[config.mk]
export PLATFORM = sky130hd
export DESIGN_NAME = ysyx_22050039_idu
export DESIGN_NICKNAME = d
export VERILOG_FILES = /design/src/rtl/ysyx_22050039_idu.sv
export SDC_FILE = /design/constraint.sdc
export NUM_CORES = 1
export LEC_CHECK = 0
export CORE_ASPECT_RATIO = 0.75
export CORE_MARGIN = 4
export CORE_UTILIZATION = 31
export DETAILED_ROUTE_END_ITERATION = 7
export MAX_ROUTING_LAYER = met4
export PLACE_DENSITY_LB_ADDON = 0.1
export SLEW_MARGIN = 20
export SYNTH_ARGS = -nofsm -noshare
export SYNTH_HDL_FRONTEND = slang
export SYNTH_SLANG_ARGS = --single-unit
export TNS_END_PERCENT = 30
[constraint.sdc]
create_clock -name clk -period 7.7 [get_ports clk]
set_input_delay 1.155 -clock clk [delete_from_list [all_inputs] [get_ports clk]]
set_output_delay 1.155 -clock clk [all_outputs]
set_load 0.05 [all_outputs]
[src/rtl/ysyx_22050039_idu.sv]
// Decode/issue stage: decodes RV64 instructions, samples register operands at accept,
// and queues operand bundles for EXU behind a RAW scoreboard.
module ysyx_22050039_idu #(
    parameter int XLEN  = 64,
    parameter int DEPTH = 2
) (
    input  logic            clk,
    input  logic            rst,
    input  logic            in_valid,
    output logic            in_ready,
    input  logic [31:0]     in_inst,
    input  logic [XLEN-1:0] in_pc,
    output logic [4:0]      rs1_addr,
    input  logic [XLEN-1:0] rs1_data,
    output logic [4:0]      rs2_addr,
    input  logic [XLEN-1:0] rs2_data,
    output logic            out_valid,
    input  logic            out_ready,
    output logic [2:0]      out_func,
    output logic [XLEN-1:0] out_src1,
    output logic [XLEN-1:0] out_src2,
    output logic [XLEN-1:0] out_store,
    output logic [XLEN-1:0] out_pc,
    output logic [4:0]      out_rd,
    output logic            out_wen,
    input  logic            wb_valid,
    input  logic [4:0]      wb_rd,
    input  logic            flush
);

    localparam int PTR_W = (DEPTH > 1) ? $clog2(DEPTH) : 1;
    localparam int CNT_W = PTR_W + 1;

    typedef enum logic [2:0] {
        FN_ADDI    = 3'd0,
        FN_JALR    = 3'd1,
        FN_AUIPC   = 3'd2,
        FN_LUI     = 3'd3,
        FN_SD      = 3'd4,
        FN_JAL     = 3'd5,
        FN_EBREAK  = 3'd6,
        FN_INVALID = 3'd7
    } func_e;

    typedef struct packed {
        logic [2:0]      func;
        logic [XLEN-1:0] src1;
        logic [XLEN-1:0] src2;
        logic [XLEN-1:0] store;
        logic [XLEN-1:0] pc;
        logic [4:0]      rd;
        logic            wen;
    } entry_t;

    entry_t             mem_q [DEPTH];
    entry_t             mem_d [DEPTH];
    logic [PTR_W-1:0]   rd_ptr_q, rd_ptr_d;
    logic [PTR_W-1:0]   wr_ptr_q, wr_ptr_d;
    logic [CNT_W-1:0]   count_q, count_d;
    logic [31:0]        busy_q, busy_d;
    logic               halted_q, halted_d;

    entry_t             dec;
    logic               uses_rs1, uses_rs2, writes_rd;
    logic [6:0]         opcode;
    logic [2:0]         funct3;
    logic [XLEN-1:0]    imm_i, imm_s, imm_u, imm_j;

    assign opcode   = in_inst[6:0];
    assign funct3   = in_inst[14:12];
    assign rs1_addr = in_inst[19:15];
    assign rs2_addr = in_inst[24:20];

    assign imm_i = {{(XLEN-12){in_inst[31]}}, in_inst[31:20]};
    assign imm_s = {{(XLEN-12){in_inst[31]}}, in_inst[31:25], in_inst[11:7]};
    assign imm_u = {{(XLEN-32){in_inst[31]}}, in_inst[31:12], 12'b0};
    assign imm_j = {{(XLEN-21){in_inst[31]}}, in_inst[31], in_inst[19:12],
                    in_inst[20], in_inst[30:21], 1'b0};

    always_comb begin
        dec       = '0;
        dec.func  = FN_INVALID;
        dec.pc    = in_pc;
        dec.rd    = in_inst[11:7];
        uses_rs1  = 1'b0;
        uses_rs2  = 1'b0;
        writes_rd = 1'b0;
        if (in_inst == 32'h0010_0073) begin
            dec.func = FN_EBREAK;
        end else begin
            case (opcode)
                7'b0010011: if (funct3 == 3'b000) begin
                    dec.func = FN_ADDI;  dec.src1 = rs1_data; dec.src2 = imm_i;
                    uses_rs1 = 1'b1;     writes_rd = 1'b1;
                end
                7'b1100111: begin
                    dec.func = FN_JALR;  dec.src1 = rs1_data; dec.src2 = imm_i;
                    uses_rs1 = 1'b1;     writes_rd = 1'b1;
                end
                7'b0010111: begin
                    dec.func = FN_AUIPC; dec.src1 = imm_u; writes_rd = 1'b1;
                end
                7'b0110111: begin
                    dec.func = FN_LUI;   dec.src1 = imm_u; writes_rd = 1'b1;
                end
                7'b0100011: if (funct3 == 3'b011) begin
                    dec.func  = FN_SD;   dec.src1 = rs1_data; dec.src2 = imm_s;
                    dec.store = rs2_data;
                    uses_rs1  = 1'b1;    uses_rs2 = 1'b1;
                end
                7'b1101111: begin
                    dec.func = FN_JAL;   dec.src1 = imm_j; writes_rd = 1'b1;
                end
                default: ;
            endcase
        end
        dec.wen = writes_rd && (dec.rd != 5'd0);
    end

    // An in-flight producer is either still queued (FIFO match) or issued but not written back.
    logic [DEPTH-1:0] entry_valid, hit1, hit2;
    generate
        for (genvar gi = 0; gi < DEPTH; gi++) begin : g_hazard
            logic [PTR_W-1:0] offset;
            assign offset          = PTR_W'(gi) - rd_ptr_q;
            assign entry_valid[gi] = {1'b0, offset} < count_q;
            assign hit1[gi] = entry_valid[gi] && mem_q[gi].wen && (mem_q[gi].rd == rs1_addr);
            assign hit2[gi] = entry_valid[gi] && mem_q[gi].wen && (mem_q[gi].rd == rs2_addr);
        end
    endgenerate

    logic hazard, full, accept, issue;
    entry_t head;

    assign hazard = (uses_rs1 && (rs1_addr != 5'd0) && (busy_q[rs1_addr] || (|hit1))) ||
                    (uses_rs2 && (rs2_addr != 5'd0) && (busy_q[rs2_addr] || (|hit2)));
    assign full      = (count_q == CNT_W'(DEPTH));
    assign in_ready  = rst && !full && !hazard && !flush && !halted_q;
    assign accept    = in_valid && in_ready;
    assign out_valid = (count_q != '0);
    assign issue     = out_valid && out_ready;
    assign head      = out_valid ? mem_q[rd_ptr_q] : '0;

    assign out_func  = head.func;
    assign out_src1  = head.src1;
    assign out_src2  = head.src2;
    assign out_store = head.store;
    assign out_pc    = head.pc;
    assign out_rd    = head.rd;
    assign out_wen   = head.wen;

    always_comb begin
        mem_d    = mem_q;
        rd_ptr_d = rd_ptr_q + PTR_W'(issue);
        wr_ptr_d = wr_ptr_q + PTR_W'(accept);
        count_d  = count_q;
        case ({accept, issue})
            2'b10:   count_d = count_q + 1'b1;
            2'b01:   count_d = count_q - 1'b1;
            default: count_d = count_q;
        endcase
        if (accept) mem_d[wr_ptr_q] = dec;
        if (flush) begin
            rd_ptr_d = '0;
            wr_ptr_d = '0;
            count_d  = '0;
        end
        // Clear first so a same-cycle issue to the same register keeps it busy.
        busy_d = busy_q;
        if (wb_valid) busy_d[wb_rd] = 1'b0;
        if (issue && head.wen) busy_d[head.rd] = 1'b1;
        busy_d[0] = 1'b0;
        halted_d = halted_q ||
                   (accept && ((dec.func == FN_EBREAK) || (dec.func == FN_INVALID)));
    end

    always_ff @(posedge clk) begin
        if (!rst) begin
            rd_ptr_q <= '0;
            wr_ptr_q <= '0;
            count_q  <= '0;
            busy_q   <= '0;
            halted_q <= 1'b0;
        end else begin
            rd_ptr_q <= rd_ptr_d;
            wr_ptr_q <= wr_ptr_d;
            count_q  <= count_d;
            busy_q   <= busy_d;
            halted_q <= halted_d;
        end
    end

    // Payload needs no reset: the head is masked to zero whenever the queue is empty.
    always_ff @(posedge clk) begin
        mem_q <= mem_d;
    end

endmodule

==> results of run 1 <==
## worst register-to-register path, delay by kind of cell (launching register included)
family / cells / cell delay [ns]
adder cells (fa/ha/maj): 1 / 0.84
AO/OA/AOI/OAI: 4 / 0.73
buffers and inverters: 1 / 0.51
flip-flops: 1 / 0.87
AND/OR/NAND/NOR: 2 / 0.73
## power breakdown
part	internal, mW	switching, mW	leakage, nW
logic	0.200	0.279	3.81
clock network	1.28	0.962	0.724
registers	2.77	0.0120	4.76
## Yosys cell counts, types with 4 or more instances
library cell  instances  area [um^2]
a21boi_0              7        52.55
a21o_1               35        262.8
a221o_1              12        120.1
a22o_1               23        201.4
and2_1               99        619.3
buf_2                28        140.1
buf_4                63        473.0
clkbuf_1             51        191.4
dfxtp_1              36        720.7
edfxtp_1            426        12790
inv_1                 5        18.77
mux2i_1             223         2232
mux4_2               11        247.7
nand2_1              20        75.07
nand3_1              11        55.05
nand3b_1              9        67.56
nand4_1               4        25.02
nor2_1              229        859.6
nor2b_1               4        25.02
nor3_1                5        25.02
nor3b_1               5        37.54
nor4_1                4        25.02
o21ai_0              61        305.3
or3_1                 4        25.02
xnor2_1              19        166.4
xor2_1                4        35.03
## state kept, by name (all words and copies together) (netlist names)
signal,cells
halted_q,1
mem_q,426
busy_q,31
wr_ptr_q,1
count_q,2
rd_ptr_q,1
## layout make-up
type,count,area share (%)
antenna,10,0.09120
sequential,462,49.26
tap,861,3.926
multi-input combinational,840,21.69
clock buffer,63,4.738
timing repair buffer,533,19.52
clock inverter,25,0.7114
inverter,5,0.06840
## layer usage
| metal | GRT usage [%] | wire length, um | up-vias | share of wire, % |
|---|---|---|---|---|
| li1 | - | - | 6169 | - |
| met1 | 24.85 | 29060 | 6650 | 46 |
| met2 | 27.11 | 28570 | 450 | 45 |
| met3 | 4.914 | 4853 | 73 | 7.6 |
| met4 | 3.369 | 969 | 0 | 1.5 |
| met5 | - | 0 | - | 0 |
## worst paths after layout
check              start         end  slack (ns)  cells past startpoint
min             halted_q    halted_q        0.50                      2
min reg2reg     halted_q    halted_q        0.50                      2
max          in_inst[22]    in_ready        1.97                      8
max reg2reg     rd_ptr_q  mem_q[384]        3.67                      8
## cell families after synthesis
kind of cell    Yosys count
mux                     237
flops                   462
compound gates          160
fa+ha+maj                 3
xor+xnor                 23
buf+inv                 152
simple gates            417
## placed cells by master, fill, tap and decap left out, types with 6 or more instances in the layout
| cell type | count |
|---|---|
| a21boi_0 | 7 |
| a21o_1 | 35 |
| a221o_1 | 12 |
| a22o_1 | 23 |
| and2_1 | 99 |
| buf_12 | 6 |
| buf_4 | 16 |
| clkbuf_1 | 13 |
| clkbuf_16 | 50 |
| clkdlybuf4s50_1 | 511 |
| clkinv_1 | 15 |
| dfxtp_1 | 35 |
| diode_2 | 10 |
| edfxtp_1 | 426 |
| mux2i_1 | 223 |
| mux4_2 | 11 |
| nand2_1 | 20 |
| nand3_1 | 11 |
| nand3b_1 | 9 |
| nor2_1 | 225 |
| o21ai_0 | 61 |
| xnor2_1 | 19 |
## stage by stage
| step | TNS, ns | cell area, um^2 | util, % | setup WS [ns] | cells |
|---|---|---|---|---|---|
| finish | 0 | 27440 | 42.77 | 1.971 | 2799 |
| floorplan | -195.89 | 20270 | - | -0.4599 | 1454 |
| global placement | 0 | 25920 | 40.39 | 1.963 | 2701 |
| detailed placement | 0 | 25920 | 40.40 | 2.034 | 2701 |
| global route | 0 | 27430 | 42.76 | 1.732 | 2797 |
| CTS | 0 | 27410 | 42.73 | 2.006 | 2789 |
==> results.txt, run 1 <==
Die X - 303.3 um
Post-CTS Resized - 0
fin nets - 2,129
CTS tree - yes
router iterations before antenna repair - 5
Post-synth EDFFs - 426
Worst Tran Pin Value - 0.9801 ns
Synth Cell Area - 20,270 um^2
Critical Path Fanout Max - 17
crit-path cells - clkdlybuf4s50_1 > mux2i_1 > mux4_2 > a2111oi_0 > nor3_1 > o21ai_1 > nor2_1 > clkdlybuf4s50_1
XOR/XNOR share of the synthesized area - 0.9936%
DRC violations left - 0
Register Area - 13,520 um^2
period utilization - 74.40%
Final Hold Vio Count - 0
initial core utilization - 31.60%
number of setup buffers added after CTS - 0
die footprint - 69,600 um^2
Critical Path End Type - output pin
vias in the first global route - 13.49k
Clock Latency Late Sink - 0.57 ns
largest family of logic cells by synthesized area - multiplexers
overall power - 5.508 mW
ys async rst share - 0%
Syn Area/Cell - 13.94 um^2
pins over their slew limit - 0
final WL - 63,450 um
Vias/cell - 4.767
MaxCap Viol Count - 0
share of layout cells above drive strength 1 - 5.757%
simple-gate portion of the synthesized area - 9.954%
net count after synthesis - 1,692
Worst path slowest cell - clkdlybuf4s50_1
hold crit path type - flop to flop
footprint of the multi-input gates - 5951 um^2
Max Clock Freq - 0.1745 GHz
CP peak stage delay - 1.06 ns
final hold slack - 0.4995 ns
GRT overflow - 0
mux contribution to synthesized area - 12.47%
Seq/Total Area, Yosys - 66.65%
CTS Sinks - 462
CP Data Required Time - 6.55 ns
filler instances - 5,871
CP top delay family - buffers and inverters
vias - 13.34k
Pwr Density - 200.7 nW/um^2
gpl congestion - 0.8622
Worst-path clk slew - 0.06 ns
Clock Skews - 0.01777 ns
initial antenna violation count - 10
critical path class - input pin to output pin
post-synthesis compound-gate area fraction - 5.480%
Synth Instances - 1,454
htree depth - 2
Num CTS Buffers - 49
post-DP HPWL - 43,590 um
Die Ht - 229.5 um
Max transition margin - 34.66%
Data arrival, critical path - 4.57 ns
Layout area overhead - 35.34%
WL/cell - 22.67 um
Ports - 512
Yosys cell types - 58
pin count of the biggest net entering global routing - 107
first-pass GRT wire length - 91,570 um
Synth Register Bits - 462
startpoint type of the worst setup path - input pin
IO Port Bufs - 511
run status - finished, final reports clean
Post-Synth Adder-Cell Area - 0.1851%
total track usage - 18.07%
antenna-violating nets left - 0
DRT iter0 DRCs - 898
RSZ-0062 raised after global routing - no
prevailing post-synth register cell - edfxtp_1
Core Region - 64,160 um^2
minimum clock period - 5.729 ns
CTS max path bufs - 3
Post-CTS Hold Buffers - 0
Worst path most repeated cell - clkdlybuf4s50_1
Ys Warns - 0
clk root buf - clkbuf_16
Core Rows - 80
leakage power - 9.291 nW
final setup violation count - 0
buffer and inverter count on the worst path - 2
VDD IR-drop max - 0.0001144 V
No activity file was read; power rests on OpenSTA's default activity.
==> run 2: changes to the inputs <==
==> constraint.sdc (replaced) <==
create_clock -name clk -period 4.9 [get_ports clk]
set_input_delay 0.735 -clock clk [delete_from_list [all_inputs] [get_ports clk]]
set_output_delay 0.735 -clock clk [all_outputs]
set_load 0.05 [all_outputs]
==> run 2 against run 1 <==
Core utilization is 0.35 points higher. Critical endpoint unchanged. Register-to-register slack worse by 2.3 ns. Routed wire length is 1.3% higher. Sequential share of layout area is 0.40 points lower. Sequential cell count stayed put. Critical path type unchanged. Global-route usage hardly changed. Largest cell class unchanged. Final cell count is 0.54% higher. Clock power is 62% higher. Design area is 0.82% higher. Setup slack worse by 1.3 ns. Hold slack better by 0.053 ns.
==> results.txt, run 2 (synthesized netlist as in run 1, its figures left out) <==
run status - finished, final reports clean
Largest register FFs - 426
CTS tree - yes
clk root buf - clkbuf_16
Max transition margin - 40.35%
share of layout cells above drive strength 1 - 6.646%
period utilization - 86.51%
combinational power share - 8.8%
vias in the first global route - 13.42k
vias - 13.46k
initial core utilization - 31.60%
Placement Cell Area - 26,060 um^2
Critical Path Fanout Max - 8
gpl congestion - 0.9186
Largest Register - mem_q
Clock Skews - 0.01479 ns
DRC violations left - 0
Die Ht - 229.5 um
final WL - 64,300 um
hold crit path type - flop to flop
Clock Power Share - 41.5%
VDD IR-drop max - 0.0002179 V
Critical Path End Type - output pin
GRT overflow - 0
initial antenna violation count - 15
startpoint type of the worst setup path - input pin
total track usage - 18.12%
RSZ-0062 raised after global routing - no
DRT iter0 DRCs - 938
leakage power - 9.410 nW
internal power - 6.820 mW
htree depth - 2
Flop pwr share - 49.7%
Data arrival, critical path - 3.50 ns
Clock Latency Late Sink - 0.58 ns
most frequent cells in the layout - clkdlybuf4s50_1, edfxtp_1, nor2_1
filler instances - 5,942
Worst path slowest cell - clkdlybuf4s50_1
Final Hold Vio Count - 0
antenna-violating nets left - 0
fin nets - 2,139
Layout area overhead - 36.44%
Worst-path clk slew - 0.06 ns
Net Sw Frac - 22.44%
Ports - 512
Max Clock Freq - 0.2359 GHz
post-DP HPWL - 44,590 um
minimum clock period - 4.239 ns
die footprint - 69,600 um^2
WL/cell - 22.85 um
Net Switching - 1.973 mW
Die X - 303.3 um
crit-path cells - clkdlybuf4s50_1 > mux2i_1 > mux4_2 > a2111oi_0 > nor3_1 > o21ai_1 > nor2_1 > buf_12
most common cell after layout, fill and taps aside - clkdlybuf4s50_1
first-pass GRT wire length - 91,160 um
IO Port Bufs - 511
registers with the most flip-flops - mem_q x426, busy_q x31, count_q x2
Pwr Density - 317.9 nW/um^2
router iterations before antenna repair - 5
MaxCap Viol Count - 0
CTS Sinks - 462
Vias/cell - 4.783
Core Region - 64,160 um^2
Post-CTS Resized - 0
final setup violation count - 0
CP Data Required Time - 4.16 ns
Core Rows - 80
Num CTS Buffers - 48
CTS max path bufs - 3
number of setup buffers added after CTS - 0
Post-CTS Hold Buffers - 0
CP peak stage delay - 0.74 ns
setup TNS - 0 ns
pin count of the biggest net entering global routing - 101
critical path class - input pin to output pin
post-route cell area - 27,660 um^2
Worst Tran Pin Value - 0.8927 ns
pins over their slew limit - 0
[run 2: cell count changes in the layout (fill, tap and decap cells not counted), moves of 2 or more]
cell	delta
clkinv_1	-5
inv_6	+2
buf_4	+6
diode_2	+2
bufinv_16	+2
clkinv_2	+3
buf_12	+6
[run 2: stage by stage]
stage / util [%] / instances / worst slack, ns / hold WS, ns / power (mW)
finish: 43.11 / 2814 / 0.6612 / 0.5522 / 8.794
detailed placement: 40.62 / 2712 / 0.6080 / 0.5266 / 5.235
floorplan: - / 1454 / -0.5307 / 0.4599 / 4.829
global route: 43.11 / 2813 / 0.4465 / 0.5760 / 9.135
CTS: 43.06 / 2802 / 0.6201 / 0.5445 / 8.930
global placement: 40.62 / 2712 / 0.5903 / 0.5509 / 5.234
[run 2: final timing paths]
check	start	to	slack [ns]	cells after the start
setup reg to reg	rd_ptr_q	mem_q[12]	1.34	10
hold / removal	halted_q	halted_q	0.55	2
hold reg to reg	halted_q	halted_q	0.55	2
setup / recovery	in_inst[22]	in_ready	0.66	8
[run 2: cell type report]
class / count / area (um^2) / area share [%]
sequential: 462 / 13520 / 48.86
multi-input combinational: 840 / 5943 / 21.48
timing repair buffer: 544 / 5510 / 19.92
clock buffer: 64 / 1314 / 4.749
tap: 861 / 1077 / 3.894
clock inverter: 26 / 252.7 / 0.9137
antenna: 12 / 30.03 / 0.1086
inverter: 5 / 18.77 / 0.06785
[run 2: per-layer routing]
layer | GRT usage [%] | up-vias | routed length [um]
met1 | 25.22 | 6697 | 29380
li1 | - | 6204 | -
met4 | 3.928 | 0 | 1026
met5 | - | - | 0
met2 | 27.18 | 484 | 29110
met3 | 4.090 | 75 | 4779
[run 2: critical path: cells and delay by family]
family	cells	cell delay (ns)
multiplexers	2	0.61
AO/OA/AOI/OAI	2	0.90
buffers and inverters	2	0.94
AND/OR/NAND/NOR	2	0.32
[run 2: power groups by stage]
stage / sequential, mW / clock [mW] / combinational [mW]
after floorplan: 4.46 / 0 / 0.368
after global placement: 4.45 / 0 / 0.780
after detailed placement: 4.45 / 0 / 0.780
after CTS: 4.37 / 3.78 / 0.784
after global routing: 4.37 / 3.95 / 0.817
final: 4.37 / 3.65 / 0.773
